--- src/rtl/game_pkg.sv ---
// Shared constants and types for the game display pipeline.
package game_pkg;

  localparam int BCD_DIGITS_INT = 5;
  localparam int BCD_DISP_MAX   = 999;

  typedef enum logic [1:0] {
    IDLE,
    SHIFT,
    DONE
  } bcd_state_t;

endpackage

--- src/rtl/bcd_add3_digit.sv ---
// Double-dabble correction cell: a BCD digit of 5 or more gets 3 added
// before the shift, so that it carries correctly into the next digit.
module bcd_add3_digit (
  input  logic [3:0] d,
  output logic [3:0] q
);

  assign q = (d >= 4'd5) ? (d + 4'd3) : d;

endmodule

--- src/rtl/signed_bcd_converter.sv ---
// Iterative two's-complement to sign-magnitude BCD converter (double dabble),
// saturating the displayed value at 999.
//   state | meaning
//   IDLE  | waiting for a request, o_ready high
//   SHIFT | one add-3/shift step per cycle, W cycles in total
//   DONE  | result registers just loaded, o_valid high
module signed_bcd_converter
  import game_pkg::*;
#(
  parameter int W = 12
) (
  input  logic         i_clk,
  input  logic         i_rst,
  input  logic         i_valid,
  input  logic [W-1:0] i_value,
  output logic         o_ready,
  output logic         o_valid,
  output logic         o_neg,
  output logic [3:0]   o_hundreds,
  output logic [3:0]   o_tens,
  output logic [3:0]   o_ones,
  output logic         o_ovf
);

  localparam int CW = $clog2(W);
  localparam int BW = 4 * BCD_DIGITS_INT;

  bcd_state_t     state_q, state_d;
  logic [W-1:0]   mag_q;
  logic           neg_q;
  logic [BW-1:0]  bcd_q, bcd_adj, bcd_shift;
  logic [CW-1:0]  cnt_q;
  logic           accept, last_shift;

  for (genvar g = 0; g < BCD_DIGITS_INT; g++) begin : g_add3
    bcd_add3_digit u_add3 (
      .d(bcd_q[4*g +: 4]),
      .q(bcd_adj[4*g +: 4])
    );
  end

  assign bcd_shift  = {bcd_adj[BW-2:0], mag_q[W-1]};
  assign o_ready    = (state_q == IDLE);
  assign accept     = i_valid & o_ready;
  assign last_shift = (state_q == SHIFT) && (cnt_q == '0);

  always_ff @(posedge i_clk or posedge i_rst) begin
    if (i_rst) state_q <= IDLE;
    else       state_q <= state_d;
  end

  always_comb begin
    state_d = state_q;
    case (state_q)
      IDLE:    if (accept) state_d = SHIFT;
      SHIFT:   if (cnt_q == '0) state_d = DONE;
      DONE:    state_d = IDLE;
      default: state_d = IDLE;
    endcase
  end

  always_ff @(posedge i_clk or posedge i_rst) begin
    if (i_rst) begin
      mag_q      <= '0;
      neg_q      <= 1'b0;
      bcd_q      <= '0;
      cnt_q      <= '0;
      o_valid    <= 1'b0;
      o_neg      <= 1'b0;
      o_hundreds <= '0;
      o_tens     <= '0;
      o_ones     <= '0;
      o_ovf      <= 1'b0;
    end else begin
      o_valid <= last_shift;
      if (accept) begin
        // The most negative input negates to 2^(W-1), which still fits unsigned.
        mag_q <= i_value[W-1] ? (~i_value + 1'b1) : i_value;
        neg_q <= i_value[W-1];
        bcd_q <= '0;
        cnt_q <= CW'(W - 1);
      end else if (state_q == SHIFT) begin
        bcd_q <= bcd_shift;
        mag_q <= {mag_q[W-2:0], 1'b0};
        cnt_q <= cnt_q - 1'b1;
      end
      // Outputs load from the final shift result so they are visible in DONE.
      if (last_shift) begin
        if (|bcd_shift[BW-1:12]) begin
          o_hundreds <= 4'd9;
          o_tens     <= 4'd9;
          o_ones     <= 4'd9;
          o_ovf      <= 1'b1;
        end else begin
          o_hundreds <= bcd_shift[11:8];
          o_tens     <= bcd_shift[7:4];
          o_ones     <= bcd_shift[3:0];
          o_ovf      <= 1'b0;
        end
        o_neg <= neg_q & (|bcd_shift);
      end
    end
  end

endmodule

--- config.mk ---
export PLATFORM = sky130hd
export DESIGN_NAME = signed_bcd_converter
export DESIGN_NICKNAME = d
export VERILOG_FILES = /design/src/rtl/game_pkg.sv /design/src/rtl/bcd_add3_digit.sv /design/src/rtl/signed_bcd_converter.sv
export SDC_FILE = /design/constraint.sdc
export NUM_CORES = 1
export LEC_CHECK = 0
export BUFFER_PORTS_ARGS = -buffer_cell sky130_fd_sc_hd__buf_2
export CAP_MARGIN = 25
export CORE_UTILIZATION = 40
export DETAILED_ROUTE_END_ITERATION = 10
export SETUP_SLACK_MARGIN = 0.02
export SYNTH_ARGS = -nofsm -noshare
export SYNTH_HDL_FRONTEND = slang
export SYNTH_HIERARCHICAL = 1
export SYNTH_SLANG_ARGS = --single-unit
--- constraint.sdc ---
create_clock -name i_clk -period 2.4 [get_ports i_clk]
set_input_delay 0.48 -clock i_clk [delete_from_list [all_inputs] [get_ports i_clk]]
set_output_delay 0.48 -clock i_clk [all_outputs]
set_load 0.005 [all_outputs]
Yosys cells after proc, flatten, opt, wreduce, memory -nomap -nowiden

Cells that the tools add are included.

Register bits: 54
Bits of input ports: 15
Memories: 0
Latch bits: 0
Memory bits (read-only): 0
RAM bits: 0
Logic and storage cells: 55

Bitwise logic cells: 3
Reductions and logical operators: 7
Shift operators: 0
Equal/unequal tests: 3
Mux-type cells: 19
Add/subtract/negate cells: 7
$lt $le $gt $ge: 5
Multiply operators: 0
Divide/modulo/power cells: 0

Operators with widths:

| operator                                               | count |
|---|---|
| two-way mux 20 bit                                     | 2 |
| two-way mux 12 bit                                     | 3 |
| two-way mux 4 bit                                      | 9 |
| >= comparator 4 x 3 -> 1 bit (second input constant)   | 5 |
| OR reduction 20 bit                                    | 1 |
| adder 4 x 2 -> 4 bit (second input constant)           | 4 |
| adder 12 x 1 -> 12 bit (second input constant)         | 1 |
| NOT 12 bit                                             | 1 |
| OR reduction 8 bit                                     | 1 |
| zero test 4 bit                                        | 1 |
| two-way mux 2 bit                                      | 2 |
| case mux 2 bit (2 select lines)                        | 1 |
| subtractor 4 x 1 -> 4 bit (second input constant)      | 1 |
| adder 3 x 2 -> 3 bit (second input constant)           | 1 |
| two-way mux 3 bit                                      | 1 |
| AND 1 bit                                              | 2 |
| equality test 2 x 1 -> 1 bit (second input constant)   | 1 |
| zero test 2 bit                                        | 1 |
| inequality test 2 x 1 -> 1 bit (second input constant) | 1 |
| inequality test 2 bit (second input constant)          | 1 |
| AND reduction 2 bit                                    | 1 |
| nonzero test 2 bit                                     | 1 |
| logical AND 1 bit                                      | 1 |
| two-way mux 1 bit                                      | 1 |

Logic depth before layout (Yosys ltp)

Depth after elaboration: 4
Mapped depth: 9
Mapped depth without buffers: 9

Modules after synthesis

The synthesis kept the hierarchy.

By module, submodules not included:

| module               | sequential area each (um2) | area each (um2) | instances | cells each |
|---|---|---|---|---|
| signed_bcd_converter | 1,351.3                    | 2,412.3         | 1         | 248 |
| bcd_add3_digit       | 0.0                        | 101.3           | 5         | 16 |

Worst setup path after synthesis

No wires, ideal clock.

Kind: reg2reg
From: register bcd_q[12]
To: register o_tens[0]
Setup time: 0.121 ns
Cell stages (with the launch flop): 8
Path slack: 0.140 ns
Arrival time: 2.139 ns
Required time: 2.279 ns
Cell sequence: dfrtp_1 ha_1 nand2b_1 a21oi_2 xnor2_1 or4_4 or3_4 o22a_1

Cells in the longest elaborated chain, start to end: 4
Elaborated cells between the ends (all ways): 5
Those cells by class: 1 x add/sub; 1 x order compare; 2 x mux; 1 x reduce/logical

RTL lines:

| item                                                                        | RTL line                   | source |
|---|---|---|
| from (decl)                                                                 | signed_bcd_converter.sv:31 | `logic [BW-1:0] bcd_q, bcd_adj, bcd_shift;` |
| from (signal assigned)                                                      | signed_bcd_converter.sv:83 | `bcd_q <= bcd_shift;` |
| adder 4 x 2 -> 4 bit / >= comparator 4 x 3 -> 1 bit (equally long branches) | bcd_add3_digit.sv:8        | `assign q = (d >= 4'd5) ? (d + 4'd3) : d;` |
| two-way mux 4 bit *                                                         | bcd_add3_digit.sv:8        |  |
| net bcd_adj[12]                                                             | signed_bcd_converter.sv:31 |  |
| OR reduction 8 bit *                                                        | signed_bcd_converter.sv:89 | `if (\|bcd_shift[BW-1:12]) begin` |
| two-way mux 4 bit *                                                         | signed_bcd_converter.sv:89 |  |
| to (signal assigned)                                                        | signed_bcd_converter.sv:96 | `o_tens <= bcd_shift[7:4];` |
| to (decl)                                                                   | signed_bcd_converter.sv:20 | `output logic [3:0] o_tens,` |

The timed path passes the listed nets; every way through them passes the cells marked *.
A chain may end at the register's enable or synchronous reset.

Worst setup path in the final report

From: register bcd_q[13]
To: register o_tens[0]

The elaborated chain is that of the path after synthesis.

==> flow_summary.yaml <==
final_layout:
  area_growth_pct: 16.0
  drive_above_1_share_pct: 19.5
  stdcell_area_sq_um: 3360
  nets: 391
  fillerInstances: 692
  regArea_sq_um: 1350
  antennaDiodeCount: 0
  multiInputGateArea_sq_um: 1480
clocking:
  numCtsBuffers: 5
  cts_root_buf: "clkbuf_8"
  clock_latency_ps: 310
  cts_tree: "built"
  clk_pin_slew_worst_paths_ps: 110
  htree_levels: 2
  clockBufferDepth: 2
  cts_sinks: 54
critical_path:
  arrival_ps: 2520
  worst_setup_path_start_kind: "register"
  path_class: "reg2reg"
  end_kind: "register"
  critPathMaxFanout: 5
  cp_data_required_time_ps: 2610
  rr_worst_depth: 9
grt:
  antenna_found_initial: 0
  grt_max_degree: 55
  grt_pass1_vias: 2280
  grt_pass1_wl_um: 10700
  track_usage_pct: 17.9
  gr-total-overflow: 0
synthesis:
  syn_area_sq_um: 2900
  yosysWarnings: 6
  syn_nets: 352
  syn_avg_cell_area_sq_um: 8.95
  postSynthCellCount: 324
power:
  peakVddDrop_mv: 0.694
  internal_power_mw: 2.46
  swShare_pct: 43.2
  clockPowerShare_pct: 12.3
  finalPower_mw: 4.34
  power.density_nw_per_um2: 1290
  pwr-share-comb_pct: 50.6
  power.share.sequential_pct: 37.1
  power.leakage_nw: 1.64
  p_sw_mw: 1.87
place:
  placed_area_sq_um: 3200
  hpwlAfterDp_um: 4420
  place_ws_ps: 42.7
  place.gp.congestion: 0.710
  portBuffers: 30
drt:
  wl_per_cell_um: 13.4
  first_pass_iters: 6
  drc: 0
  drt_iter0_markers: 146
  num_vias: 2347
  ant_nets: 0
  routed_wl_um: 6150
  viasPerCell: 5.10
timing:
  relSlewSlack_pct: 55.1
  max_freq_mhz: 434
  period_needed_ps: 2310
  fin_skew_ps: 15.1
  finalCritPeriodShare_pct: 96.1
  postLayoutSetupSlackWorst_ps: 93.6
  finalMaxSlewViolations: 0
  setup_viol: 0
  grt_setup_unrepaired: "false"
  tightest_slew_ps: 673
  finalHoldViolCount: 0
  tns_ps: 0
  finalHoldWorstSlack_ps: 342
worst_hold_path:
  hold_path.class: "in2async"
floorplanning:
  die_h_um: 87.1
  core_area_sq_um: 6910
  die_w_um: 87.1
  rows: 30
  dieArea_sq_um: 7590
  io_pins: 31
  start_util_pct: 42.0
job:
  drv_cap: 0
run_status:
  status: "finished clean"
-- metrics by stage --
stage	instances	util (%)
finish	460	48.7
global route	460	48.7
CTS	457	47.8
detailed placement	449	46.4
global placement	449	46.4
floorplan	324	-
-- final cells by class --
class	count	area share [%]
repair buffers	44	7.59
clock inverters	3	0.744
multi-input cells	240	43.9
flip-flops and latches	54	40.2
inverters	18	2.01
clock buffers	5	2.05
well taps	96	3.57
-- path summary, 6_finish.rpt --
| kind | from | to | slack, ps |
|---|---|---|---|
| min reg2reg | o_hundreds[0] | o_hundreds[0] | 490 |
| max | bcd_q[13] | o_tens[0] | 90 |
| max in group asynchronous | i_rst | bcd_q[19] | 1600 |
| max reg2reg | bcd_q[13] | o_tens[0] | 90 |
| min in group i_clk | i_value[10] | mag_q[10] | 460 |
| min | i_rst | o_ovf | 340 |
-- power groups by stage --
| stage | Combinational, mW | Sequential [mW] | Clock [mW] |
|---|---|---|---|
| after global placement | 2.03 | 1.61 | 0 |
| after CTS | 2.08 | 1.60 | 0.552 |
| after global routing | 2.52 | 1.67 | 0.587 |
| final | 2.20 | 1.61 | 0.533 |
| after floorplan | 1.53 | 1.55 | 0 |
| after detailed placement | 2.07 | 1.62 | 0 |
-- timing repair --
action,4_1_cts,5_1_grt
setup buffers,0,3
hold buffers,0,0
setup endpoints to repair,0,6
resized for setup,0,10
-- flip-flops by register name, indices dropped and copies added (netlist names) --
| name | count |
|---|---|
| neg_q | 1 |
| o_ovf | 1 |
| bcd_q | 20 |
| mag_q | 12 |
| o_valid | 1 |
| state_q | 2 |
| o_ones | 4 |
| o_hundreds | 4 |
| cnt_q | 4 |
| o_neg | 1 |
| o_tens | 4 |
-- worst max-delay path: stages (launching register included) --
cell and delay, ps:
dfrtp_1 380, inv_2 70, ha_1 190, nand2b_4 160, a21oi_4 140, buf_4 130
mux2i_1 90, or4_4 450, or3_4 420, o22a_1 190
-- per-layer routing --
layer	share of wire [%]	up-vias	GRT usage (%)
li1	-	1176	-
met3	3.3	4	2.94
met2	46	50	28.4
met5	0	-	0
met1	50	1117	25.6
met4	0.85	0	4.02
-- cells in the final DEF, fill, tap and decap left out, types with 2 or more instances in the layout --
master / instances
o21ai_1: 4
inv_2: 3
nand3_1: 22
buf_4: 14
mux2i_1: 5
and3_1: 4
dfrtp_1: 54
xnor2_1: 11
inv_1: 14
clkbuf_8: 5
ha_1: 11
or4_4: 2
a22o_1: 6
nand2_1: 79
nand2b_1: 9
a31oi_1: 2
nor2_1: 15
buf_2: 30
xor2_1: 5
o21ai_0: 16
nor3_2: 2
o22a_1: 5
a22oi_1: 4
a21oi_2: 4
nor4_1: 5
a21oi_1: 7
nor3b_1: 2
No activity file was read; power rests on OpenSTA's default activity.
